<file path="src/rtl/breath_pkg.sv">
// Shared types and constants for the LED breathing sequencer.
package breath_pkg;

  typedef enum logic [2:0] {
    IDLE,
    RAMP_UP,
    HOLD_HI,
    RAMP_DN,
    HOLD_LO
  } state_t;

  localparam logic [1:0] MODE_ALL   = 2'b00;
  localparam logic [1:0] MODE_CHASE = 2'b01;
  localparam logic [1:0] MODE_ALT   = 2'b10;
  localparam logic [1:0] MODE_OFF   = 2'b11;

  localparam logic [7:0] DUTY_MAX = 8'd255;

endpackage

</file>
<file path="src/rtl/breath_step_timer.sv">
// Duty step timer: counts 0..STEP_CYCLES-1, ticks on the terminal count, held at 0 by clear.
module breath_step_timer #(
  parameter int unsigned STEP_CYCLES = 31250
) (
  input  logic clk,
  input  logic reset_,
  input  logic clear,
  output logic step_tick
);

  localparam int unsigned CW = $clog2(STEP_CYCLES);

  logic [CW-1:0] r_cnt;
  logic          w_last;

  assign w_last    = (r_cnt == CW'(STEP_CYCLES - 1));
  assign step_tick = w_last && !clear;

  always_ff @(posedge clk or negedge reset_) begin
    if (!reset_) begin
      r_cnt <= '0;
    end else if (clear || w_last) begin
      r_cnt <= '0;
    end else begin
      r_cnt <= r_cnt + 1'b1;
    end
  end

endmodule

</file>
<file path="src/rtl/breath_sequencer.sv">
// Breathing-brightness sequencer for the 8-bit LED bank (triangle duty + PWM).
// Optional BREATH_GAMMA_EN: squared duty compare via a pipeline register (+1 clock led latency).
module breath_sequencer
  import breath_pkg::*;
#(
  parameter int unsigned STEP_CYCLES = 31250,
  parameter int unsigned HOLD_STEPS  = 64
) (
  input  logic       clk,
  input  logic       reset_,
  input  logic       enable,
  input  logic [1:0] mode,
  output logic [7:0] led,
  output logic       busy,
  output logic       cycle_done
);

  localparam int unsigned HW = (HOLD_STEPS > 1) ? $clog2(HOLD_STEPS) : 1;

  state_t        r_state, w_next;
  logic [7:0]    r_duty, w_duty_nx;
  logic [7:0]    r_pwm;
  logic [HW-1:0] r_hold, w_hold_nx;
  logic [2:0]    r_idx, w_idx_nx;
  logic [1:0]    r_mode_q, w_mode_nx;
  logic          w_cd_nx;
  logic [7:0]    r_led, w_led_nx;
  logic          r_busy, r_cd;
  logic          w_tick, w_hold_last;
  logic [7:0]    w_duty_inv, w_cmp, w_cmp_inv;
  logic          w_on, w_on_inv;

  breath_step_timer #(.STEP_CYCLES(STEP_CYCLES)) u_timer (
    .clk      (clk),
    .reset_   (reset_),
    .clear    (r_state == IDLE),
    .step_tick(w_tick)
  );

  assign w_hold_last = (r_hold == HW'(HOLD_STEPS - 1));
  assign w_duty_inv  = DUTY_MAX - r_duty;

`ifdef BREATH_GAMMA_EN
  logic [15:0] w_sq, w_sq_inv;
  logic [7:0]  r_gamma, r_gamma_inv;
  assign w_sq     = 16'(r_duty) * 16'(r_duty);
  assign w_sq_inv = 16'(w_duty_inv) * 16'(w_duty_inv);
  always_ff @(posedge clk or negedge reset_) begin
    if (!reset_) begin
      r_gamma     <= '0;
      r_gamma_inv <= '0;
    end else begin
      r_gamma     <= w_sq[15:8];
      r_gamma_inv <= w_sq_inv[15:8];
    end
  end
  assign w_cmp     = r_gamma;
  assign w_cmp_inv = r_gamma_inv;
`else
  assign w_cmp     = r_duty;
  assign w_cmp_inv = w_duty_inv;
`endif

  assign w_on     = (r_pwm < w_cmp);
  assign w_on_inv = (r_pwm < w_cmp_inv);

  // Stop requests (enable low) take priority over a coincident step tick.
  always_comb begin
    w_next    = r_state;
    w_duty_nx = r_duty;
    w_hold_nx = r_hold;
    w_idx_nx  = r_idx;
    w_mode_nx = r_mode_q;
    w_cd_nx   = 1'b0;
    case (r_state)
      IDLE: begin
        if (enable) begin
          w_next    = RAMP_UP;
          w_mode_nx = mode;
        end
      end
      RAMP_UP: begin
        if (!enable) begin
          w_next = RAMP_DN;
        end else if (w_tick) begin
          w_duty_nx = r_duty + 8'd1;
          if (r_duty == DUTY_MAX - 8'd1) begin
            w_next    = HOLD_HI;
            w_hold_nx = '0;
          end
        end
      end
      HOLD_HI: begin
        if (!enable) begin
          w_next = RAMP_DN;
        end else if (w_tick) begin
          if (w_hold_last) w_next = RAMP_DN;
          else             w_hold_nx = r_hold + 1'b1;
        end
      end
      RAMP_DN: begin
        if (w_tick) begin
          // A stop right out of IDLE can reach here at duty 0; clamp instead of wrapping.
          if (r_duty <= 8'd1) begin
            w_duty_nx = '0;
            w_hold_nx = '0;
            w_next    = enable ? HOLD_LO : IDLE;
          end else begin
            w_duty_nx = r_duty - 8'd1;
          end
        end
      end
      HOLD_LO: begin
        if (!enable) begin
          w_next = IDLE;
        end else if (w_tick) begin
          if (w_hold_last) begin
            w_next    = RAMP_UP;
            w_cd_nx   = 1'b1;
            w_mode_nx = mode;
            if (r_mode_q == MODE_CHASE) w_idx_nx = r_idx + 3'd1;
          end else begin
            w_hold_nx = r_hold + 1'b1;
          end
        end
      end
      default: w_next = IDLE;
    endcase
  end

  always_comb begin
    w_led_nx = '0;
    if (r_state != IDLE) begin
      case (r_mode_q)
        MODE_ALL:   w_led_nx = {8{w_on}};
        MODE_CHASE: w_led_nx[r_idx] = w_on;
        MODE_ALT:   w_led_nx = {4{w_on_inv, w_on}};
        default:    w_led_nx = '0;
      endcase
    end
  end

  always_ff @(posedge clk or negedge reset_) begin
    if (!reset_) begin
      r_state  <= IDLE;
      r_duty   <= '0;
      r_pwm    <= '0;
      r_hold   <= '0;
      r_idx    <= '0;
      r_mode_q <= MODE_ALL;
      r_led    <= '0;
      r_busy   <= 1'b0;
      r_cd     <= 1'b0;
    end else begin
      r_state  <= w_next;
      r_duty   <= w_duty_nx;
      r_pwm    <= r_pwm + 8'd1;
      r_hold   <= w_hold_nx;
      r_idx    <= w_idx_nx;
      r_mode_q <= w_mode_nx;
      r_led    <= w_led_nx;
      r_busy   <= (r_state != IDLE);
      r_cd     <= w_cd_nx;
    end
  end

  assign led        = r_led;
  assign busy       = r_busy;
  assign cycle_done = r_cd;

endmodule

</file>
<file path="config.mk">
export PLATFORM = sky130hd
export DESIGN_NAME = breath_sequencer
export DESIGN_NICKNAME = d
export VERILOG_FILES = /design/src/rtl/breath_pkg.sv /design/src/rtl/breath_step_timer.sv /design/src/rtl/breath_sequencer.sv
export SDC_FILE = /design/constraint.sdc
export NUM_CORES = 1
export LEC_CHECK = 0
export BUFFER_PORTS_ARGS = -buffer_cell sky130_fd_sc_hd__buf_2
export CAP_MARGIN = 10
export CORE_MARGIN = 4
export CORE_UTILIZATION = 45
export DETAILED_ROUTE_END_ITERATION = 8
export GPL_ROUTABILITY_DRIVEN = 1
export GPL_TIMING_DRIVEN = 0
export SYNTH_ARGS = -nofsm -noshare
export SYNTH_HDL_FRONTEND = slang
export SYNTH_SLANG_ARGS = --single-unit
</file>
<file path="constraint.sdc">
create_clock -name clk -period 3.02 [get_ports clk]
set_input_delay 0.302 -clock clk [delete_from_list [all_inputs] [get_ports clk]]
set_output_delay 0.302 -clock clk [all_outputs]
set_load 0.02 [all_outputs]
</file>
After elaboration in Yosys (flattened, before gate mapping)
Cells that the tools add are included.

Register bits: 55. Logic and storage cells: 108.

Add/subtract/negate cells: 7. $lt $le $gt $ge: 5. Equality and inequality tests: 27. Muxes and demuxes: 42. Bitwise gates (word level): 1. Reductions and logical operators: 16.

Operator list (number): 2-to-1 mux 6 bit (8); 2-to-1 mux 8 bit (5); 2-to-1 mux 3 bit (13); case mux 8 bit (3 select lines) (1); case mux 6 bit (3 select lines) (1); AND reduction 9 bit (2); adder 8 x 1 -> 8 bit (second input constant) (2); < comparator 8 bit (2); case mux 8 bit (2 select lines) (1); adder 15 x 1 -> 15 bit (second input constant) (1); equality test 15 bit (second input constant) (1); 2-to-1 mux 15 bit (1); case mux 3 bit (5 select lines) (1); inequality test 2 bit (second input constant) (7); inequality test 2 x 1 -> 1 bit (second input constant) (5); AND reduction 5 bit (2); inequality test 3 x 2 -> 1 bit (second input constant) (3); inequality test 3 bit (second input constant) (3); bitwise AND 8 bit (1); equality test 8 bit (second input constant) (1); less-or-equal comparator 8 x 1 -> 1 bit (second input constant) (1); 2-to-1 mux 2 bit (4); subtractor 8 x 1 -> 8 bit (second input constant) (1); subtractor 8 bit (first input constant) (1); other kinds (22) (30).

Depth between registers and ports, before layout
Word-level depth: 7. Gate-level depth with buffers: 9. Mapped depth without buffers: 8.

Cells and area by module
Synthesis repeated with hierarchy kept, for this count alone.

Cell total of the unflattened synthesis: 351. Area, all modules: 3444.6 um^2.

Modules (own cells, without submodules): breath_sequencer (times used 1, cells each 275, area each 2682.6 um^2, sequential area each 1001.0 um^2); breath_step_timer (times used 1, cells each 76, area each 762.0 um^2, sequential area each 375.4 um^2).

Worst setup path after synthesis
No wires, ideal clock.

Kind: flip-flop to flip-flop. Start point: register r_hold[0]. End point: register r_hold[5]. Arrival time: 2.316 ns. Setup slack: 0.601 ns. Stages on the path, launching flop included: 8. Path buffers: 0. Period minus slack after synthesis: 2.419 ns. Cell sequence: dfrtp_1 -> ha_1 -> and3_1 -> and3_1 -> a2111oi_0 -> o2111ai_4 -> or2_4 -> o41ai_2.

Word-level cells in the longest chain between the ends: 5.

Ends and longest elaborated chain: start: declaration (line breath_sequencer.sv:23) `logic [HW-1:0] r_hold, w_hold_nx;`; start signal: assignment (line breath_sequencer.sv:158) `r_hold <= w_hold_nx;`; adder 6 x 1 -> 6 bit (line breath_sequencer.sv:98, breath_sequencer.sv:123); 2-to-1 mux 6 bit (line breath_sequencer.sv:97, breath_sequencer.sv:117); 2-to-1 mux 6 bit (line breath_sequencer.sv:116) `end else if (w_tick) begin`; 2-to-1 mux 6 bit (line breath_sequencer.sv:94) `if (!enable) begin`; case mux 6 bit (3 select lines) (line breath_sequencer.sv:75) `case (r_state)`.

Several ways; a longest one is shown, not always the timed one. The select of a mux whose other input is x is not followed. A chain may end at the register's enable or synchronous reset.

Final worst setup path
Ends and elaborated chain as after synthesis.

==> flow_summary.rst <==
.. list-table::
   :header-rows: 1

   * - Metric
     - Value
   * - Vias per cell
     - 5.52
   * - Worst-path clk slew
     - 0.09 ns
   * - Antenna violations before repair
     - 0
   * - Height of the die
     - slightly above 90 microns
   * - Highest clock rate
     - 380 MHz
   * - CP cell instances
     - ha_1, and3_1, and3_1, a2111oi_0, o2111ai_4, or2_4, o41ai_2
   * - CTS tree
     - yes
   * - Max-slew violation count
     - 0
   * - Core box area
     - 6940 sq um
   * - CP Class
     - reg2reg
   * - Source-to-sink clock delay at the later pin of the worst-skew pair
     - around 0.3 ns
   * - Total DRC errors in the routed layout
     - 0
   * - DP HPWL
     - 4720 microns
   * - TritonCTS buffer count
     - 5
   * - Top cell by count, worst path
     - and3_1
   * - Wire length of the first global-routing pass
     - 11300 microns
   * - Number of optimization iterations in the first detailed-route pass
     - 4
   * - Clock buffer depth
     - 2
   * - Measured slew at the worst slew-check pin
     - 0.739 ns
   * - Post-Route Skew
     - 0.00611 ns
   * - Post-synthesis instance total
     - between 300 and 400
   * - Fraction of the yosys area taken by sequential cells
     - 42.0%
   * - Area growth from synthesis to final layout
     - 9.46%
   * - Initial core utilization
     - 47.2%
   * - Number of buffers inserted by port buffering
     - 14
   * - Antenna Cells
     - 0
   * - Multi-input gate area
     - 1790 sq um
   * - Routability-driven placement congestion ratio
     - 0.834
   * - Post-cts hold buffer count
     - 0
   * - Share of the clock period used by the worst path after layout
     - between 80% and 90%
   * - Via count
     - ~2600
   * - Warnings from Yosys
     - 0
   * - Buffers & Inverters on Critical Path
     - 0
   * - Unrepaired setup endpoints after global routing
     - false
   * - Static leakage power
     - 0.00165 uW
   * - Hold Path Class
     - in2async
   * - Maximum number of pins on one net before global-route repair
     - 56
   * - Count of clock tree sinks
     - 55
   * - Placed cell area
     - 3470 sq um
   * - Number of flops mapped to enable cells by yosys
     - 0
   * - DIE AREA
     - 8720 sq um
   * - Storage cell area
     - between 1000 and 1500 sq um
   * - Switching power share of the total
     - 36.6%
   * - Final wirelength
     - ~6500 microns
   * - Synth cell types
     - 60
   * - Clock network power share
     - 23.1%
   * - Crit path largest cell delay
     - 0.66 ns
   * - Layout filler cell count
     - 651
   * - Worst path top cell family by delay
     - compound AO/OA/AOI/OAI gates
   * - Average footprint of a synthesized cell
     - 9.48 sq um
   * - Reported net switching power
     - ~800 uW
   * - Setup slack of the most critical reg-to-reg path
     - about 0.39 ns
   * - Leading register cell type out of synthesis
     - dfrtp_1
   * - CP Max Fanout
     - 8
   * - Number of gates given a new drive strength after cts
     - 0
   * - Register bit count reported by yosys
     - 55
   * - Number of nets in the layout
     - 395
   * - Cell internal power dissipation
     - 1390 uW
   * - Die width
     - 93.4 microns
   * - Rel. slew slack
     - between 40% and 50%
   * - Maximum vdd drop
     - about 0.24 mV
   * - Violation count after the first detailed-routing iteration
     - 191
   * - Maxcap violations
     - 0
   * - Setup-violating endpoint count in the final report
     - 0
   * - H-tree depth
     - 2
   * - Final hold violations
     - 0
   * - Most common cell after layout, fill and taps aside
     - dfrtp_1
   * - Proportion of register bits with asynchronous set or reset after synthesis
     - 100%
   * - Data arrival time of the worst path
     - 2.84 ns
   * - Share of power burned in combinational logic
     - 35.0%
   * - Critical Path Start Type
     - register
   * - Sequential power share
     - a little over two fifths
   * - Standard cell with the maximum stage delay on the critical path
     - a2111oi_0
   * - Number of placement rows
     - 30
   * - Kind of end point of the critical path
     - register
   * - Cell Pwr Density
     - 612 nW/um^2
   * - Net count of the mapped netlist
     - 374
   * - Most frequent cells in the layout
     - dfrtp_1, nor2_1, nand2_1
   * - TNS Setup
     - 0 ns
   * - Routed len/inst
     - 14.0 microns
   * - Overflow after GRT
     - 0
   * - Final standard cell area without fillers
     - 3590 sq um
   * - Overall track demand over capacity in global routing
     - between 15 and 20%
   * - WP data required
     - 3.23 ns
   * - Number of nets with antenna violations after detailed routing
     - 0
   * - Buffers inserted by post-CTS timing repair
     - 0
   * - Cell chosen for the clock root
     - clkbuf_8
   * - Synthesized cell area
     - 3280 sq um
   * - Number of global-route vias before repair
     - 2393
   * - Result of the run
     - finished, final reports clean
   * - Final worst path period need
     - 2.63 ns
   * - IO Pins
     - 15
   * - Fraction of final layout cells with drive strength greater than 1
     - a little under an eighth
-- final timing paths --
path,cells past startpoint,startpoint,endpoint
setup / recovery,7,r_hold[0],r_hold[5]
hold / removal,1,reset_,r_hold[3]
setup reg to reg,7,r_hold[0],r_hold[5]
hold reg to reg,1,r_pwm[0],r_pwm[0]
max in group asynchronous,1,reset_,u_timer.r_cnt[14]
min in group clk,2,mode[0],r_mode_q[0]
-- Yosys cell counts, types with 3 or more instances --
cell	n	area share, %
o22ai_1	3	0.57
nand2b_1	5	0.95
a41oi_1	4	1.1
nand2_1	25	2.9
a21oi_1	19	2.9
inv_1	17	1.9
ha_1	23	8.8
and3_1	9	1.7
nand4_1	3	0.57
xnor2_1	13	3.5
a2111oi_0	3	0.80
xor2_1	10	2.7
nor3_1	11	1.7
a21o_1	4	0.92
nor4_1	3	0.57
o31ai_1	3	0.69
nor2b_1	3	0.57
or3_1	4	0.76
nor2_1	40	4.6
nand3_1	17	2.6
o21ai_0	19	2.9
mux2_2	3	1.0
dfrtp_1	55	42
clkbuf_1	6	0.69
-- per-stage QoR --
| stage | std cells | power [uW] | hold WS, ns | worst slack (ns) | util, % |
|---|---|---|---|---|---|
| floorplan | 346 | 1510 | 0.00641 | 0.601 | - |
| global placement | 456 | 1700 | 0.494 | 0.427 | 50.0 |
| detailed placement | 456 | 1700 | 0.500 | 0.385 | 50.0 |
| CTS | 464 | 2220 | 0.219 | 0.364 | 51.7 |
| global route | 464 | 2360 | 0.0923 | 0.207 | 51.7 |
| finish | 464 | 2200 | 0.0362 | 0.387 | 51.7 |
-- cell families after synthesis --
kind of cell             Yosys count  synth area share (%)
flip-flops                        55                  42.0
multiplexers                       5                  1.64
AO/OA/AOI/OAI                     77                  16.3
XOR/XNOR                          23                  6.14
adder cells (fa/ha/maj)           23                  8.77
buffers and inverters             26                  3.36
AND/OR/NAND/NOR                  137                  21.9
-- state kept, by name (all words and copies together), names as in the netlist, 2 cells and up --
register       cells
led                8
r_mode_q           2
r_state            3
r_duty             8
r_idx              3
r_hold             6
r_pwm              8
u_timer.r_cnt     15
-- metal layers --
layer	up-vias	track usage (%)	wire (microns)
met5	-	0	0
met4	0	4.52	53
met3	6	2.82	322
met2	63	24.4	2810
met1	1212	22.8	3290
li1	1281	-	-
-- power by group through the flow --
stage / Combinational (uW) / Clock, uW / Sequential (uW)
global route: 870 / 554 / 937
global placement: 764 / 0 / 939
detailed placement: 769 / 0 / 935
floorplan: 552 / 0 / 960
CTS: 772 / 528 / 920
finish: 768 / 508 / 921
-- layout make-up --
type,instances,area share [%]
multi-input combinational,265,50.0
sequential,55,38.3
tap,96,3.34
clock buffer,6,2.30
timing repair buffer,14,2.02
inverter,17,1.78
buffer,9,1.29
clock inverter,2,0.976
-- worst reg2reg max path, stage by stage, from the launching register on --
cell and delay, ns:
dfrtp_1 0.41, ha_1 0.23, and3_1 0.19, and3_1 0.24, a2111oi_0 0.66, o2111ai_4 0.23, or2_4 0.31, o41ai_2 0.27
Note: power is estimated with default switching activity, not from simulation.
